### config.mk
export PLATFORM = sky130hd
export DESIGN_NAME = sat_counter
export DESIGN_NICKNAME = d
export VERILOG_FILES = /design/src/rtl/gate_response_checker_sat_counter.sv
export SDC_FILE = /design/constraint.sdc
export NUM_CORES = 1
export LEC_CHECK = 0
export CAP_MARGIN = 0
export CORE_AREA = 2 2 39 41
export CTS_BUF_LIST = sky130_fd_sc_hd__clkbuf_8
export CTS_CLUSTER_SIZE = 24
export DETAILED_ROUTE_END_ITERATION = 8
export DIE_AREA = 0 0 41 43
export GPL_ROUTABILITY_DRIVEN = 0
export PLACE_DENSITY_LB_ADDON = 0.15
export SETUP_SLACK_MARGIN = 0.4
export SYNTH_ARGS = -nofsm -noshare
export SYNTH_HDL_FRONTEND = slang
export SYNTH_SLANG_ARGS = --single-unit
### constraint.sdc
create_clock -name clk -period 1.9 [get_ports clk]
set_input_delay 0.475 -clock clk [delete_from_list [all_inputs] [get_ports clk]]
set_output_delay 0.475 -clock clk [all_outputs]
set_load 0.02 [all_outputs]
### src/rtl/gate_response_checker_sat_counter.sv
// Up-counter with synchronous clear that sticks at all-ones instead of wrapping.
module sat_counter #(
    parameter int W = 8
) (
    input  logic         clk,
    input  logic         rst,
    input  logic         clr,
    input  logic         inc,
    output logic [W-1:0] cnt
);

    logic [W-1:0] cnt_q;
    logic [W-1:0] cnt_d;

    always_comb begin
        cnt_d = cnt_q;
        if (clr) begin
            cnt_d = '0;
        end else if (inc && (cnt_q != '1)) begin
            cnt_d = cnt_q + 1'b1;
        end
    end

    always_ff @(posedge clk) begin
        if (rst) begin
            cnt_q <= '0;
        end else begin
            cnt_q <= cnt_d;
        end
    end

    assign cnt = cnt_q;

endmodule

# == Word-level counts from Yosys, hierarchy flattened ==
# Cells that the tools add are included.
# totals
output_inout_bits,8
in_bits,4
reg_bits,8
# classes
n_eq_ne,1
n_reduce_logical,2
n_addsub,1
# op_table
op,count
"adder 8 x 1 -> 8 bit, second input constant",1
"!= test 8 bit, second input constant",1
OR reduction 2 bit,1
logical AND 1 bit,1

# == Longest topological paths before layout ==
# Gate-level depths: netlist (run 1).
# logic_depth
word_depth,2
depth_mapped,4
mapped_depth_nobuf,4

# == Worst setup path before layout (run 1) ==
# No wires, ideal clock.
# synth_path
path_kind,reg-to-reg
startpoint,"register cnt_q[0], in the netlist cnt[0]"
endpoint,"register cnt_q[6], in the netlist cnt[6]"
stages_incl_launch_ff,5
setup_slack_ns,0.398
synth_period_minus_slack_ns,1.502
n_path_buf,0
t_arrival_ns,1.386
path_cell_list,dfxtp_1 -> ha_1 -> nand3_1 -> or4_1 -> and3_1
# synth_via
elab_chain_cells,2
# synth_rtl
element,line_no,text
from (decl),12,logic [W-1:0] cnt_q;
from (signal assigned),28,cnt_q <= cnt_d;
branches (longest 2 deep; another with adder 8 x 1 -> 8 bit),-,
# Several ways; the timed one is not identified.
# A chain may end at the register's enable or synchronous reset.

# == Worst setup path after layout (run 1) ==
# layout_path
startpoint,"register cnt_q[7], in the netlist cnt[7]"
endpoint,output cnt[7]
# layout_lines
element,line_no,text
to (decl),9,output logic [W-1:0] cnt
# No word-level cell between the ends.

==> impl_metrics.tcl, run 1 <==
set metrics [dict create \
    dp_cells 75 \
    finClkSkew_ps 2.72 \
    layout_common_cells "dfxtp_1 (7), nand2_1 (6), dlygate4sd2_1 (5)" \
    place_ws_ps 26.8 \
    fin_crit_sh 0.764 \
    cp_data_required_time_ps 1420 \
    status "completed" \
    htreeDepth 1 \
    fin_cells 78 \
    grt_usage 0.135 \
    die_area_mm2 0.00176 \
    rows 14 \
    grt_pass1_vias 366 \
    path_max_fanout 7 \
    dp_hpwl_um 731 \
    syn_area_um2 435 \
    worstPathCellList "clkdlybuf4s15_1" \
    power_density_mw_per_mm2 660 \
    crit_family "flip-flops" \
    cp-start-kind "register" \
    power_uw 399 \
    vdd_drop_max_mv 0.533 \
    grt_start_max_net_pins 9 \
    die_h_um 43 \
    worst_ep_arrival_time_ps 980 \
    final_hold_viol_count 0 \
    critPathKind "register to output pin" \
    final_layout_size_suffix_gt1_frac 0.194 \
    worst_slack_ps 448 \
    drtAntennaViolNets 0 \
    tightest_slew_ps 289 \
    syn_inst 47 \
    drt_iter0_drc 5 \
    fin_nets 69 \
    synth_seq_cells 8 \
    clk_latency_ps 230 \
    cp_slowest_cell "dfxtp_1" \
    rsz0062_at_grt "no" \
    fp.coreArea_mm2 0.00138 \
    fmax_ghz 0.689 \
    yosysUniqueCellTypes 21 \
    tns_ps 0 \
    hold_buffers 0 \
    period_minus_slack_ps 1450 \
    cts_root_buf "clkbuf_8" \
    ys_seq_area_frac 0.368 \
    power_leakage_nw 0.250 \
    worst_hold_path_type "register to register" \
    slew_violations 0 \
    rrSetupSlack_ps 490 \
    num_vias 407 \
    area_growth_syn_to_layout_pct 38.8 \
    largest_register_ffs 8 \
    yosys_warnings 0 \
    dr.pass1.iters 5 \
    synth_area_per_cell_um2 9.26 \
    antenna_cells 0 \
    synth_top_area_cell "dfxtp_1" \
    routedWlPerCell_um 12.5 \
    numCtsBuffers 3 \
    cp_slowest_stage_delay_ps 420 \
    clk_pin_slew_ps 40 \
    synthTopCellsByArea "dfxtp_1 (37%), mux2i_1 (9.2%), a2111oi_4 (6.3%), nand2_1 (5.2%), a21oi_1 (4.6%)" \
    crit_path_end_kind "output pin" \
    portBuffers 11 \
    crit_buf_inv 1 \
    antenna_found_initial 0 \
    route.detailed.drc 0 \
    cts.sinks 8 \
    vias_per_cell 5.22 \
    slew_headroom 0.807 \
    syn_nets 52 \
    clockBufferDepth 2 \
    start_util 0.315 \
    cts_tree "yes" \
    ioPinCount 12 \
    grt_pass1_wl_um 1570 \
    die_x_um 41 \
    finalWirelength_um 978 \
    final_cell_area_um2 604 \
    setup_viol 0 \
    yosysTopAreaCellShare 0.368 \
    dpl_cell_area_um2 574 \
    final_common_cell "dfxtp_1" \
    overflow 0 \
    drv_cap 0 \
]
[worst paths after layout]
kind | cells past startpoint | to | startpoint
worst min-delay path | 2 | cnt[0] | cnt[0]
worst max register to register | 4 | cnt[6] | cnt[1]
worst max-delay path | 1 | cnt[7] | cnt[7]
worst min register to register | 2 | cnt[0] | cnt[0]
[cells in the mapped netlist]
library cell / n
dfxtp_1: 8
nand2_1: 6
a21oi_1: 4
mux2i_1: 4
and3_1: 3
or3_1: 3
a21boi_1: 2
and4_1: 2
nand3_1: 2
nand4_1: 2
a2111oi_4: 1
a21boi_2: 1
a31oi_1: 1
and3b_1: 1
buf_4: 1
ha_1: 1
inv_1: 1
nor2_1: 1
nor4_1: 1
o21ai_0: 1
or4_1: 1
[routing by layer]
layer,up-vias,global-route usage,routed length (um)
met1,187,0.162,460
li1,211,-,-
met4,0,0.0400,0
met5,-,0,0
met3,0,0.0942,53
met2,9,0.188,463
[power breakdown]
part / leakage [nW] / switching [mW] / total [mW] / internal [mW]
Combinational: 0.163 / 0.0136 / 0.0267 / 0.0131
Sequential: 0.0650 / 0.00175 / 0.172 / 0.170
Clock: 0.0216 / 0.0631 / 0.200 / 0.137
Total: 0.250 / 0.0785 / 0.399 / 0.320
[metrics by stage]
stage,utilization,hold WS (ps)
global route,0.437,509
detailed placement,0.415,475
CTS,0.439,482
finish,0.437,480
floorplan,-,505
global placement,0.415,479
[final cells by class]
type	count	area [um2]
fill	152	779
multi-input combinational	37	269
sequential	8	161
timing repair buffer	13	109
clock buffer	3	41.3
tap	16	20.0
inverter	1	3.75
[cells by family (layout without fill, tap and decap cells)]
kind of cell,after synthesis,count (layout),synth area share
muxes,4,4,0.0920
AOI/OAI and AO/OA,10,10,0.195
buffers and inverters,2,17,0.0259
DFF,8,8,0.368
adders and majority gates,1,1,0.0287
and+or+nand+nor,22,22,0.290
[what timing repair did]
| item | 4_1_cts | 5_1_grt |
|---|---|---|
| resized for setup | 11 | 7 |
| setup buffers | 0 | 0 |
| endpoints found under the setup margin | 11 | 5 |
No activity file was read; power rests on OpenSTA's default activity.
==> run 2, diff against run 1 <==
Clock period 1.9 ns to 1.2 ns, I/O delays scaled along.
==> run 2 against run 1 <==
Against the previous run:
- the run now ends with negative setup slack left
- register-to-register slack worse by 540 ps
- wire length up 13%
- worst hold slack better by 23 ps
- final cell count up 19%
- first-iteration DRC count rose to 3.0 times the previous value
- non-clock buffer count up 15
- flip-flop and latch count unchanged
- combinational power up 94%
- clock-buffer cell count unchanged
- largest cell class unchanged
==> impl_metrics.tcl, run 2 (synthesis gave the netlist of run 1 again) <==
set metrics [dict create \
    power_leakage_nw 0.340 \
    ioPinCount 12 \
    finalWirelength_um 1110 \
    tightest_slew_ps 261 \
    critPathKind "register to register" \
    rrSetupSlack_ps -50 \
    hold-path-endpoint "cnt[0]" \
    crit_path_end_kind "register" \
    crit_family "simple AND/OR/NAND/NOR gates" \
    die_area_mm2 0.00176 \
    grt_usage 0.155 \
    path_max_fanout 4 \
    antenna_found_initial 0 \
    slew_headroom 0.825 \
    vdd_drop_max_mv 0.572 \
    vias_per_cell 5.08 \
    grt_pass1_wl_um 1810 \
    final_layout_size_suffix_gt1_frac 0.584 \
    largest_register_ffs 8 \
    reg2reg_from "cnt[1]" \
    layout_common_cells "buf_4 (16), buf_6 (8), nand2_1 (6)" \
    clockBufferDepth 2 \
    rows 14 \
    cp-start-kind "register" \
    start_util 0.315 \
    power_density_mw_per_mm2 806 \
    violations "negative setup slack" \
    cp_slowest_cell "or4_1" \
    grt_pass1_vias 446 \
    overflow 0 \
    final_hold_viol_count 0 \
    dpl_cell_area_um2 704 \
    fin_nets 84 \
    reg2reg_to "cnt[6]" \
    die_x_um 41 \
    fin_cells 93 \
    cts.sinks 8 \
    grt_start_max_net_pins 8 \
    clk_latency_ps 230 \
    rsz0062_at_grt "yes" \
    worst_slack_ps -49.8 \
    drv_cap 0 \
    cp_data_required_time_ps 1320 \
    final_cell_area_um2 805 \
    drt_iter0_drc 15 \
    hold_buffers 0 \
    min_from "cnt[0]" \
    fin_crit_sh 1.04 \
    place_ws_ps -448 \
    num_vias 472 \
    numCtsBuffers 3 \
    portBuffers 11 \
    grtUsageMet1 0.186 \
    grt.met3_usage 0.0628 \
    htreeDepth 1 \
    route.detailed.drc 0 \
    dp_cells 88 \
    worst_ep_arrival_time_ps 1370 \
    cts_tree "yes" \
    cp_slowest_stage_delay_ps 380 \
    drtAntennaViolNets 0 \
    busiest_layer "met2" \
    cts_root_buf "clkbuf_8" \
    met2_usage 0.238 \
    die_h_um 43 \
    worst_hold_path_type "register to register" \
    r2r_cells 4 \
    final_common_cell "buf_4" \
    antenna_cells 0 \
    clk_pin_slew_ps 50 \
    fmax_ghz 0.800 \
    slew_violations 0 \
    status "finished with violations" \
    dp_hpwl_um 847 \
    fp.coreArea_mm2 0.00138 \
    worstPathCellList "ha_4 -> nand3_2 -> or4_1 -> and3_1" \
    dr.pass1.iters 4 \
    area_growth_syn_to_layout_pct 84.8 \
    crit_buf_inv 0 \
    period_minus_slack_ps 1250 \
    finClkSkew_ps 6.60 \
    whs_path_depth 2 \
    startpoint "cnt[1]" \
    routedWlPerCell_um 11.9 \
    setup_viol 3 \
]
## run 2: cell count changes in the layout (fill, tap and decap cells not counted), moves of 2 or more
cell / delta
buf_4: +14
buf_6: +8
dfxtp_1: -6
dfxtp_2: +3
dfxtp_4: +3
a21boi_1: -2
clkbuf_2: -2
clkdlybuf4s15_1: -2
clkdlybuf4s50_1: -2
## run 2: cell type report
cell class,count,area [um2]
flip-flops and latches,8,176
fillers,131,579
inverters,1,3.75
clock buffers,3,41.3
multi-input cells,37,318
well taps,16,20.0
repair buffers,28,245
## run 2: worst max-delay path by stage
stage | to | slack (ps) | cells past startpoint
2_1_floorplan | cnt[6] | -70 | 4
3_3_place_gp | cnt[5] | -420 | 4
3_5_place_dp | cnt[5] | -450 | 4
4_1_cts | cnt[6] | -50 | 4
5_1_grt | cnt[6] | -90 | 4
6_report | cnt[6] | -50 | 4
## run 2: repair_timing
item / 4_1_cts / 5_1_grt
setup buffers: 2 / 0
setup endpoints to repair: 16 / 16
resized for setup: 55 / 2
pin swaps: 1 / 1
## run 2: routing by layer
metal / wire, um / up-vias
met5: 0 / -
met4: 4 / 0
met3: 39 / 2
met2: 540 / 9
met1: 520 / 219
li1: - / 242
## run 2: report_power, final
group / leakage (nW) / internal [mW] / switching [mW]
logic: 0.250 / 0.0265 / 0.0253
registers: 0.0690 / 0.264 / 0.00367
clock network: 0.0216 / 0.218 / 0.111
## run 2: stage by stage
| stage | TNS [ps] | hold WS (ps) | util | total power [mW] |
|---|---|---|---|---|
| after CTS | -116 | 505 | 0.577 | 0.655 |
| after global placement | -2840 | 492 | 0.509 | 0.325 |
| final | -124 | 503 | 0.581 | 0.648 |
| after global routing | -249 | 519 | 0.581 | 0.674 |
| after detailed placement | -2960 | 497 | 0.509 | 0.326 |
| after floorplan | -124 | 357 | - | 0.291 |
## run 2: worst min-delay path: cells and delay by family, from the launching register on
family | cells | cell delay, ps
and+or+nand+nor | 1 | 50
muxes | 1 | 50
DFF | 1 | 350
==> run 3, diff against run 2 <==
Settings changed: SETUP_SLACK_MARGIN 0.4 to default.
==> run 3 against run 2 <==
Against the previous run:
- the flow still finishes with violations (negative setup slack)
- clock skew shrank 0.87 ps
- sequential power about the same
- final cell count shrank 1.1%
==> impl_metrics.tcl, run 3 (synthesis gave the netlist of run 1 again) <==
set metrics [dict create \
    rsz0062_at_grt "yes" \
    grt_usage 0.155 \
    crit_path_end_kind "register" \
    worst_slack_ps -60.7 \
    place_ws_ps -466 \
    critPathKind "register to register" \
    crit_buf_inv 0 \
    met2_usage 0.234 \
    fin_nets 83 \
    path_max_fanout 5 \
    grtUsageMet1 0.188 \
    pwr-share-comb 0.080 \
    seqPwrFrac 0.415 \
    final_common_cell "buf_4" \
    numCtsBuffers 3 \
    drv_cap 0 \
    htreeDepth 1 \
    fmax_ghz 0.793 \
    grt_pass1_vias 432 \
    num_vias 467 \
    tns_ps -101 \
    grt_pass1_wl_um 1790 \
    grt.met3_usage 0.0471 \
    vias_per_cell 5.08 \
    die_area_mm2 0.00176 \
    violations "negative setup slack" \
    layout_common_cells "buf_4 (15), nand2_1 (6), clkbuf_2 (5)" \
    clk_pin_slew_ps 40 \
    dr.pass1.iters 4 \
    setup_viol 3 \
    drtAntennaViolNets 0 \
    start_util 0.315 \
    power.switching_uw 139 \
    overflow 0 \
    worst_hold_path_type "input port to register" \
    busiest_layer "met2" \
    area_growth_syn_to_layout_pct 77.0 \
    finClkSkew_ps 5.72 \
    worstPathCellList "ha_4 -> nand3_2 -> or4_1 -> and3_1" \
    final_layout_size_suffix_gt1_frac 0.553 \
    cts.sinks 8 \
    cp_data_required_time_ps 1320 \
    clockBufferDepth 2 \
    power_leakage_nw 0.340 \
    pwr-share-clk 0.505 \
    antenna_found_initial 0 \
    clk_latency_ps 230 \
    dpl_cell_area_um2 697 \
    power_density_mw_per_mm2 844 \
    die_h_um 43 \
    crit_family "simple AND/OR/NAND/NOR gates" \
    cts_root_buf "clkbuf_8" \
    status "finished with violations" \
    slew_violations 0 \
    final_cell_area_um2 771 \
    worst_ep_arrival_time_ps 1380 \
    portBuffers 11 \
    period_minus_slack_ps 1260 \
    cp-start-kind "register" \
    routedWlPerCell_um 12.8 \
    slew_headroom 0.826 \
    dp_hpwl_um 861 \
    die_x_um 41 \
    drt_iter0_drc 7 \
    final_hold_viol_count 0 \
    switching_share 0.213 \
    vdd_drop_max_mv 0.454 \
    cp_slowest_stage_delay_ps 390 \
    fp.coreArea_mm2 0.00138 \
    cp_slowest_cell "or4_1" \
    intPower_uw 512 \
    tightest_slew_ps 260 \
    fin_crit_sh 1.05 \
    route.detailed.drc 0 \
    antenna_cells 0 \
    ioPinCount 12 \
    grt_start_max_net_pins 8 \
    utilization 0.557 \
    cts_tree "yes" \
    finalWirelength_um 1170 \
    largest_register_ffs 8 \
    rows 14 \
]
==> run 3: cell types whose count changed in the layout (fill, tap and decap cells not counted) <==
cell,change
buf_6,-7
clkbuf_2,+5
dlymetal6s2s_1,+2
and3_1,-1
and3_4,+1
buf_4,-1
clkdlybuf4s15_1,+1
dfxtp_1,+1
dfxtp_4,-1
dlygate4sd2_1,-1
==> run 3: what timing repair did <==
action                     4_1_cts  5_1_grt
setup endpoints to repair       15       15
buffers inserted                 2        0
gates resized for setup         19       14
hold buffers                     0        0
pin swaps                        4        2
==> run 3: metrics by stage <==
| step | instances | total power, mW | hold WS, ps |
|---|---|---|---|
| 2_1_floorplan | 47 | 0.291 | 357 |
| 3_3_place_gp | 87 | 0.326 | 492 |
| 3_5_place_dp | 87 | 0.325 | 496 |
| 4_1_cts | 92 | 0.656 | 507 |
| 5_1_grt | 92 | 0.681 | 539 |
| 6_report | 92 | 0.651 | 496 |
==> run 3: final timing paths <==
| kind | startpoint | end | slack [ps] | depth (start not counted) |
|---|---|---|---|---|
| worst max-delay path | cnt[0] | cnt[6] | -60 | 4 |
| worst min-delay path | rst | cnt[2] | 500 | 3 |
| worst max register to register | cnt[0] | cnt[6] | -60 | 4 |
| worst min register to register | cnt[0] | cnt[0] | 500 | 2 |
==> run 3: tightest hold or removal path, stage by stage <==
cell            delay, ps
dlymetal6s2s_1        200
buf_4                 150
nor4_1                 40
==> run 3: layout make-up <==
type / instances / area, um2
clock buffers: 3 / 41.3
fillers: 133 / 613
inverters: 1 / 3.75
multi-input cells: 37 / 323
flip-flops and latches: 8 / 173
well taps: 16 / 20.0
repair buffers: 27 / 210
==> run 3: routing by layer <==
layer,vias up,share of wire
met5,-,0
met4,0,0
met3,0,0.026
met2,5,0.53
met1,224,0.44
li1,238,-
==> run 3: power groups by stage <==
| stage | sequential, mW | clock (mW) | combinational (mW) |
|---|---|---|---|
| 6_report | 0.270 | 0.329 | 0.0523 |
| 2_1_floorplan | 0.277 | 0 | 0.0137 |
| 3_3_place_gp | 0.275 | 0 | 0.0509 |
| 4_1_cts | 0.270 | 0.336 | 0.0498 |
| 5_1_grt | 0.270 | 0.354 | 0.0572 |
| 3_5_place_dp | 0.274 | 0 | 0.0509 |
